==> config.mk <==
export PLATFORM = sky130hd
export DESIGN_NAME = seq_detector_prog_flat
export DESIGN_NICKNAME = d
export VERILOG_FILES = /design/src/rtl/seq_det_pkg.sv /design/src/rtl/seq_detector_prog_if.sv /design/src/rtl/seq_match_cmp.sv /design/src/rtl/seq_detector_prog.sv /design/src/flat_wrapper.sv
export SDC_FILE = /design/constraint.sdc
export NUM_CORES = 1
export LEC_CHECK = 0
export CORE_MARGIN = 10
export CORE_UTILIZATION = 56
export DETAILED_ROUTE_END_ITERATION = 10
export HOLD_SLACK_MARGIN = 0.06
export PLACE_DENSITY = 0.84
export SYNTH_ARGS = -nofsm -noshare
export SYNTH_HDL_FRONTEND = slang
export SYNTH_SLANG_ARGS = --single-unit
==> constraint.sdc <==
create_clock -name clk -period 5.6 [get_ports clk]
set_input_delay 0.84 -clock clk [delete_from_list [all_inputs] [get_ports clk]]
set_output_delay 0.84 -clock clk [all_outputs]
set_load 0.05 [all_outputs]
==> src/rtl/seq_det_pkg.sv <==
// Shared constants and helpers for the serial pattern detectors.
// The mask helper is sized for the widest detector; callers narrow the result.
package seq_det_pkg;

    localparam int MASK_W = 64;

    localparam logic [MASK_W-1:0] DEF_PATTERN_C = 64'h0000_0000_0000_0009;
    localparam int                DEF_LEN_C     = 4;
    localparam bit                DEF_OVERLAP_C = 1'b0;

    // Width needed to hold any length 0..max_len.
    function automatic int len_width(input int max_len);
        return $clog2(max_len + 1);
    endfunction

    // One bit set for every pattern position below len.
    function automatic logic [MASK_W-1:0] len_mask(input int len);
        logic [MASK_W-1:0] m;
        m = '0;
        for (int i = 0; i < MASK_W; i++) begin
            if (i < len) m[i] = 1'b1;
        end
        return m;
    endfunction

endpackage

==> src/rtl/seq_detector_prog_if.sv <==
// Configuration, serial stream and result signals of one pattern detector.
interface seq_detector_prog_if
    import seq_det_pkg::*;
#(
    parameter int MAX_LEN = 8,
    parameter int CNT_W   = 8
);
    localparam int LEN_W = len_width(MAX_LEN);

    logic               cfg_load;
    logic [MAX_LEN-1:0] cfg_pattern;
    logic [LEN_W-1:0]   cfg_len;
    logic               cfg_overlap;
    logic               in_valid;
    logic               inbit;
    logic               count_clr;
    logic               detect;
    logic [CNT_W-1:0]   match_count;
    logic               cfg_err;

    modport master (
        output cfg_load, cfg_pattern, cfg_len, cfg_overlap,
        output in_valid, inbit, count_clr,
        input  detect, match_count, cfg_err
    );

    modport slave (
        input  cfg_load, cfg_pattern, cfg_len, cfg_overlap,
        input  in_valid, inbit, count_clr,
        output detect, match_count, cfg_err
    );

endinterface

==> src/rtl/seq_match_cmp.sv <==
// Combinational masked comparator: hit when enough history is present and the
// newest len bits equal the low len bits of the pattern.
module seq_match_cmp
    import seq_det_pkg::*;
#(
    parameter int MAX_LEN = 8,
    localparam int LEN_W  = len_width(MAX_LEN)
) (
    input  logic [MAX_LEN-1:0] hist_next,
    input  logic [MAX_LEN-1:0] pattern,
    input  logic [LEN_W-1:0]   len,
    input  logic [LEN_W-1:0]   fill_next,
    output logic               hit
);
    logic [MAX_LEN-1:0] mask;
    logic [MAX_LEN-1:0] diff;

    assign mask = MAX_LEN'(len_mask(int'(len)));

    generate
        for (genvar gi = 0; gi < MAX_LEN; gi++) begin : g_diff
            assign diff[gi] = (hist_next[gi] ^ pattern[gi]) & mask[gi];
        end
    endgenerate

    assign hit = (fill_next >= len) && (diff == '0);

endmodule

==> src/rtl/seq_detector_prog.sv <==
// Runtime-programmable serial pattern detector with a registered one-cycle
// detect pulse and a saturating match counter.
module seq_detector_prog
    import seq_det_pkg::*;
#(
    parameter int                 MAX_LEN     = 8,
    parameter int                 CNT_W       = 8,
    parameter logic [MAX_LEN-1:0] DEF_PATTERN = MAX_LEN'(DEF_PATTERN_C),
    parameter int                 DEF_LEN     = DEF_LEN_C,
    parameter bit                 DEF_OVERLAP = DEF_OVERLAP_C
) (
    input  logic               clk,
    input  logic               reset,
    seq_detector_prog_if.slave bus
);
    localparam int LEN_W = len_width(MAX_LEN);

    logic [MAX_LEN-1:0] hist_reg;
    logic [LEN_W-1:0]   fill_reg;
    logic [MAX_LEN-1:0] pattern_reg;
    logic [LEN_W-1:0]   len_reg;
    logic               overlap_reg;
    logic               detect_reg;
    logic [CNT_W-1:0]   count_reg;
    logic               cfg_err_reg;

    logic [MAX_LEN-1:0] hist_next;
    logic [LEN_W-1:0]   fill_next;
    logic               hit;
    logic               match;
    logic               load_err;

    always_comb begin
        hist_next = {hist_reg[MAX_LEN-2:0], bus.inbit};
        fill_next = (fill_reg == LEN_W'(MAX_LEN)) ? fill_reg : fill_reg + LEN_W'(1);
        // A load in the same cycle as a valid bit discards that bit.
        match     = bus.in_valid && !bus.cfg_load && !cfg_err_reg && hit;
        load_err  = (bus.cfg_len == '0) || (bus.cfg_len > LEN_W'(MAX_LEN));
    end

    seq_match_cmp #(
        .MAX_LEN (MAX_LEN)
    ) u_cmp (
        .hist_next (hist_next),
        .pattern   (pattern_reg),
        .len       (len_reg),
        .fill_next (fill_next),
        .hit       (hit)
    );

    always_ff @(posedge clk) begin
        if (reset) begin
            hist_reg    <= '0;
            fill_reg    <= '0;
            pattern_reg <= DEF_PATTERN;
            len_reg     <= LEN_W'(DEF_LEN);
            overlap_reg <= DEF_OVERLAP;
            detect_reg  <= 1'b0;
            cfg_err_reg <= 1'b0;
        end else if (bus.cfg_load) begin
            hist_reg    <= '0;
            fill_reg    <= '0;
            pattern_reg <= bus.cfg_pattern;
            len_reg     <= bus.cfg_len;
            overlap_reg <= bus.cfg_overlap;
            detect_reg  <= 1'b0;
            cfg_err_reg <= load_err;
        end else begin
            detect_reg <= match;
            if (bus.in_valid) begin
                hist_reg <= hist_next;
                // Non-overlapping mode restarts from an empty history.
                fill_reg <= (match && !overlap_reg) ? '0 : fill_next;
            end
        end
    end

    always_ff @(posedge clk) begin
        if (reset || bus.count_clr) begin
            count_reg <= '0;
        end else if (match && !(&count_reg)) begin
            count_reg <= count_reg + CNT_W'(1);
        end
    end

    assign bus.detect      = detect_reg;
    assign bus.match_count = count_reg;
    assign bus.cfg_err     = cfg_err_reg;

endmodule
==> src/flat_wrapper.sv <==
// flat-port wrapper written by rule: the top's interface ports become plain ports
module seq_detector_prog_flat import seq_det_pkg::*;
#(
    parameter int                 MAX_LEN     = 8,
    parameter int                 CNT_W       = 8,
    parameter logic [MAX_LEN-1:0] DEF_PATTERN = MAX_LEN'(DEF_PATTERN_C),
    parameter int                 DEF_LEN     = DEF_LEN_C,
    parameter bit                 DEF_OVERLAP = DEF_OVERLAP_C
)
  (clk, reset, bus_cfg_load, bus_cfg_pattern, bus_cfg_len, bus_cfg_overlap, bus_in_valid, bus_inbit, bus_count_clr, bus_detect, bus_match_count, bus_cfg_err);
  seq_detector_prog_if #(.MAX_LEN(MAX_LEN), .CNT_W(CNT_W)) bus_i ();
  input  logic clk;
  input  logic reset;
  input wire logic [$bits(bus_i.cfg_load)-1:0] bus_cfg_load;
  input wire logic [$bits(bus_i.cfg_pattern)-1:0] bus_cfg_pattern;
  input wire logic [$bits(bus_i.cfg_len)-1:0] bus_cfg_len;
  input wire logic [$bits(bus_i.cfg_overlap)-1:0] bus_cfg_overlap;
  input wire logic [$bits(bus_i.in_valid)-1:0] bus_in_valid;
  input wire logic [$bits(bus_i.inbit)-1:0] bus_inbit;
  input wire logic [$bits(bus_i.count_clr)-1:0] bus_count_clr;
  output wire logic [$bits(bus_i.detect)-1:0] bus_detect;
  output wire logic [$bits(bus_i.match_count)-1:0] bus_match_count;
  output wire logic [$bits(bus_i.cfg_err)-1:0] bus_cfg_err;
  assign bus_i.cfg_load = bus_cfg_load;
  assign bus_i.cfg_pattern = bus_cfg_pattern;
  assign bus_i.cfg_len = bus_cfg_len;
  assign bus_i.cfg_overlap = bus_cfg_overlap;
  assign bus_i.in_valid = bus_in_valid;
  assign bus_i.inbit = bus_inbit;
  assign bus_i.count_clr = bus_count_clr;
  assign bus_detect = bus_i.detect;
  assign bus_match_count = bus_i.match_count;
  assign bus_cfg_err = bus_i.cfg_err;
  seq_detector_prog #(.MAX_LEN(MAX_LEN), .CNT_W(CNT_W), .DEF_PATTERN(DEF_PATTERN), .DEF_LEN(DEF_LEN), .DEF_OVERLAP(DEF_OVERLAP)) u_core (.clk(clk), .reset(reset), .bus(bus_i));
endmodule
==> metrics.txt, run 1 <==
status finished, final reports clean; CP max FO 18; reg2reg start u_core.fill_reg[0]; Max Clk Rate 304.0 MHz; Filler cells 241; sequential cell area fraction in the yosys report 0.3974; Psw 0.0001202 W; initial drt markers 114; Leak 0.7769 nW; Comb pwr share 0.120; Tot GR Track Use 0.1481; top-count cell post-synth dfxtp_1; fin. max-slew vios 0; register bit total from synthesis 34; critical path arrival 3.57 ns; Placement Cell Area 1989 sq um; RSZ-0062 raised after global routing no; Syn-to-layout area delta 20.74%; clock power share 0.361; antenna cells 0; Slew Limit Headroom 0.4301; post-CTS resize count 0; period utilization 0.5873; routed len/inst 15.61 microns; Reg area 680.7 sq um; Die X 75.31 microns; initial antenna violation count 0; Mapped Area 1713 sq um; share of cells above drive strength 1 0.07009; post-DP HPWL 3003 microns; most used flip-flop cell after synthesis dfxtp_1; cells along the critical path clkdlybuf4s50_1 > nor3b_1 > o221ai_1 > a2111oi_4 > nand2_2 > or4_1 > o21ai_0; Unique masters post-synth 37; clock buffer depth 2; Sw Share 0.2436; clk_skew 0.01259 ns; sequential power share 0.520; largest net degree at the start of global routing 19; clock sink count 34; Slowest Stage Delay on Critical Path 0.85 ns; fraction of registers with async set/reset 0; crit path capture type register; Post-DRT Antenna Nets 0; synth top area cells dfxtp_1 (40%), mux2i_1 (12%), xnor2_1 (5.6%), ha_1 (5.1%), nor2_1 (5.0%); post-CTS setup buffers 0; hold crit path type reg2reg; first-pass GRT wire length 6444 microns; Port-buffer cells 28; Multi-input gate area 953.4 sq um; pwr dens 238.6 nW/um^2; most frequent cells after synthesis dfxtp_1 (34), nor2_1 (23), mux2i_1 (21); yosys warns 0; # IOs 29; Die Ht 75.31 microns; CTS tree done; DR pass1 iterations 4; clk_lat worst skew 0.35 ns; fin nets 239; Root Driver clkbuf_4; top cell type's share of synthesized area 0.3974; Max Cap Viol 0; vias in the first global route 1440; Synth area leader dfxtp_1; Min Clock Period, post-route 3.289 ns; clock slew at reported path FFs 0.11 ns; syn nets 211; core area 2978 sq um; DRC 0; total CTS buffers 5; final setup violation count 0; kind of critical path in2reg; DIE AREA 5671 sq um; EDFF count, synth 0; Syn Area/Cell 9.259 sq um; Internal 0.0003733 W; crit path from bus_cfg_load; Worst EP required 5.89 ns; row count 20; vias 1410; Peak VDD IR 0.1583 mV; design area 2068 sq um; drt total wl 3855 microns; hold path start u_core.bus.match_count[5]; Avg Vias per Cell 5.709; Fin. Hold Viols 0; hold buffer count at CTS 0; Least-Margin Pin Slew 0.8522 ns; Mapped Cells 185; Final GP Congestion 0.8789; startpoint types primary input; GRT overflow 0; Crit-path slowest cell clkdlybuf4s50_1; starting density of the core 0.5752; htree depth 2; setup_tns 0 ns
==> cell type report <==
class,count,area share
multi-input cells,135,0.4610
flip-flops and latches,34,0.3291
repair buffers,28,0.1355
clock buffers,6,0.01996
well taps,33,0.01996
clock inverters,2,0.01815
inverters,9,0.01633
==> per-stage QoR <==
stage          setup slack (ns)  hold WS [ns]  std cells   power, W    util
2_1_floorplan             3.159        0.4622        185  0.0002979       -
3_3_place_gp              2.088        0.4811        239  0.0003174  0.6681
3_5_place_dp              1.990        0.4963        239  0.0003208  0.6681
4_1_cts                   2.336        0.5147        247  0.0004962  0.6945
5_1_grt                   2.106        0.5353        247  0.0005129  0.6945
6_report                  2.311        0.5114        247  0.0004935  0.6945
==> kinds of logic after synthesis <==
| group | share of synthesized area |
|---|---|
| and+or+nand+nor | 0.1877 |
| DFF | 0.3974 |
| AOI/OAI and AO/OA | 0.1388 |
| muxes | 0.1227 |
| buffers and inverters | 0.04601 |
| xor gates and xnor gates | 0.05624 |
| adders and majority gates | 0.05113 |
==> layer usage <==
metal,wire (microns),track usage,up-vias
met3,127,0.05208,7
met1,1609,0.1605,668
li1,-,-,711
met4,66,0.04948,0
met5,0,0,-
met2,2051,0.2616,24
==> critical path: cells and delay by family <==
kind	cells	cell delay [ns]
buffers and inverters	1	0.85
AO/OA/AOI/OAI	3	0.74
AND/OR/NAND/NOR	3	1.15
==> cells in the final DEF, fill, tap and decap left out, types with 5 or more instances in the layout <==
cell	netlist	layout
clkbuf_4	0	5
ha_1	7	7
nand2_1	9	9
or3_1	5	5
dfxtp_1	34	34
clkdlybuf4s50_1	0	28
o21ai_0	8	8
inv_1	9	9
xnor2_1	11	11
mux2i_1	21	21
nor2_1	23	23
a21oi_1	8	8
==> power groups by stage <==
stage | Sequential, W | Clock [W] | Combinational (W)
2_1_floorplan | 0.000262 | 0 | 0.0000361
3_3_place_gp | 0.000261 | 0 | 0.0000559
3_5_place_dp | 0.000262 | 0 | 0.0000589
4_1_cts | 0.000256 | 0.000181 | 0.0000592
5_1_grt | 0.000258 | 0.000191 | 0.0000645
6_report | 0.000256 | 0.000178 | 0.0000591
==> path summary, 6_finish.rpt <==
kind / cells after the start / slack [ns] / end
max: 7 / 2.31 / u_core.bus.match_count[0]
min: 2 / 0.51 / u_core.bus.match_count[5]
max reg2reg: 12 / 3.02 / u_core.bus.match_count[0]
min reg2reg: 2 / 0.51 / u_core.bus.match_count[5]
No activity file was read; power rests on OpenSTA's default activity.
==> run 2: changes to the inputs <==
Settings changed: CORE_UTILIZATION 56 to 47, PLACE_DENSITY 0.84 to 0.75.
Clock period 5.6 ns to 2.8 ns, I/O delays scaled along.
==> run 2 against run 1 <==
  * First-iteration DRC count fell by 27%
  * Largest cell class unchanged
  * Register-to-register slack lost 2.8 ns
  * Clock power is 110% higher
  * Sequential power up 100%
  * Worst hold slack worse by 0.0046 ns
  * Core utilization is 7.5 points lower
  * Clock skew is 0.0035 ns higher
  * Clock-buffer cell count stayed put
  * Non-clock buffer count is 3 higher
  * Critical path type is now reg2reg
  * Critical endpoint unchanged
==> metrics.txt, run 2 (synthesis gave the netlist of run 1 again) <==
CTS tree done; Least-Margin Pin Slew 0.5134 ns (-0.3388 ns); pre-CTS WS 0.1149 ns (-1.875 ns); routed len/inst 15.26 microns (-2.2%); Max Clk Rate 380.8 MHz; final setup violation count 0 (unchanged); Worst EP required 3.07 ns (-2.82 ns); commonest non-fill, non-tap cell in the layout dfxtp_1; RSZ-0062 raised after global routing no; final setup margin 0.1741 ns (-2.137 ns); drt total wl 3998 microns (+3.7%); Min Clock Period, post-route 2.626 ns; period utilization 0.9378; Avg Vias per Cell 5.500 (-3.7%); setup_tns 0 ns (unchanged); clock slew at reported path FFs 0.11 ns (about the same); clk_lat worst skew 0.34 ns (about the same); # IOs 29 (unchanged); row count 21 (+5.0%); Die X 80.37 microns (+6.7%); reg-to-reg slack, setup 0.17 ns (-2.85 ns); most frequent cells in the layout dfxtp_1 (34), clkdlybuf4s50_1 (28), nor2_1 (23); core area 3416 sq um (+15%); kind of critical path reg2reg; total CTS buffers 5 (unchanged); vias in the first global route 1426 (-0.97%); Fin. Hold Viols 0 (unchanged); hold buffer count at CTS 0 (unchanged); first-pass GRT wire length 6665 microns (+3.4%); Port-buffer cells 28 (unchanged); starting density of the core 0.5015 (-0.07374); initial antenna violation count 0 (unchanged); clk_skew 0.01609 ns (+0.003504 ns); critical path arrival 2.90 ns (-0.67 ns); vias 1441 (+2.2%); antenna cells 0 (unchanged); Slew Limit Headroom 0.6566 (+0.2266); fin. max-slew vios 0 (unchanged); Peak VDD IR 0.3808 mV (+140%); hold crit path type reg2reg; DIE AREA 6459 sq um (+14%); htree depth 2 (unchanged); Root Driver clkbuf_4; share of cells above drive strength 1 0.08333 (+0.01324); post-DP HPWL 3133 microns (+4.3%); hold slack 0.5068 ns (-0.004598 ns); Max Cap Viol 0 (unchanged); clock buffer depth 2 (unchanged); CP max FO 17 (-1); clock sink count 34 (unchanged); DRC 0 (unchanged); initial drt markers 83 (-27%); DR pass1 iterations 4 (unchanged); Final GP Congestion 0.8584 (-2.3%); post-CTS resize count 0 (unchanged); largest net degree at the start of global routing 18 (-1); post-CTS setup buffers 0 (unchanged); Syn-to-layout area delta 23.45%; fin nets 242 (+1.3%); status finished, final reports clean; Die Ht 80.37 microns (+6.7%); Post-DRT Antenna Nets 0 (unchanged); crit path capture type register; Tot GR Track Use 0.1297 (-0.01840); pwr dens 474.3 nW/um^2 (+99%); Leak 0.8104 nW (+4.3%); startpoint types register; GRT overflow 0 (unchanged)
-- run 2: cell count changes in the layout (fill, tap and decap cells not counted), sizes merged --
cell / previous run / this run
buf: 0 / 3
clkinvlp: 1 / 0
-- run 2: critical path: stages (launching register included) --
cell and delay, ns:
dfxtp_1 0.42, inv_1 0.10, ha_1 0.20, nand2_1 0.08, nor2_1 0.05, xnor2_1 0.14, ha_1 0.27, nand2b_1 0.10
a211oi_1 0.07, o21bai_1 0.36, nand2_4 0.19, or4_1 0.51, o21ai_0 0.08
-- run 2: final timing paths --
path                                    end  depth (start not counted)                       from
setup / recovery  u_core.bus.match_count[0]                         12         u_core.fill_reg[0]
hold / removal    u_core.bus.match_count[4]                          2  u_core.bus.match_count[4]
setup reg to reg  u_core.bus.match_count[0]                         12         u_core.fill_reg[0]
hold reg to reg   u_core.bus.match_count[4]                          2  u_core.bus.match_count[4]
-- run 2: stage by stage --
step | power, W | utilization | std cells | area [sq um]
2_1_floorplan | 0.0005957 | - | 185 | 1713
3_3_place_gp | 0.0006396 | 0.5938 | 255 | 2028
3_5_place_dp | 0.0006447 | 0.5938 | 255 | 2028
4_1_cts | 0.001009 | 0.6176 | 262 | 2110
5_1_grt | 0.001043 | 0.6190 | 262 | 2115
6_report | 0.001003 | 0.6190 | 262 | 2115
-- run 2: power breakdown --
| group | internal (W) | leakage [nW] | switching (W) |
|---|---|---|---|
| Combinational | 0.0000628 | 0.489 | 0.0000582 |
| Sequential | 0.000497 | 0.277 | 0.0000157 |
| Clock | 0.000208 | 0.0443 | 0.000161 |
| Total | 0.000768 | 0.810 | 0.000235 |
-- run 2: layer usage --
metal  part of all wire  wire length [microns]  vias to the layer above  track usage
met4              0.017                     68                        0      0.05282
met5                  0                      0                        -            0
li1                   -                      -                      713            -
met2               0.53                   2133                       26       0.2301
met1               0.41                   1658                      695       0.1410
met3              0.034                    137                        7      0.03563
-- run 2: layout make-up --
cell class,count,area (sq um)
Clock buffer,6,51.30
Clock inverter,1,30.03
Fill cell,318,1301
Inverter,9,33.78
Multi-Input combinational cell,135,958.4
Sequential cell,34,680.7
Tap cell,46,57.56
Timing Repair Buffer,31,302.8
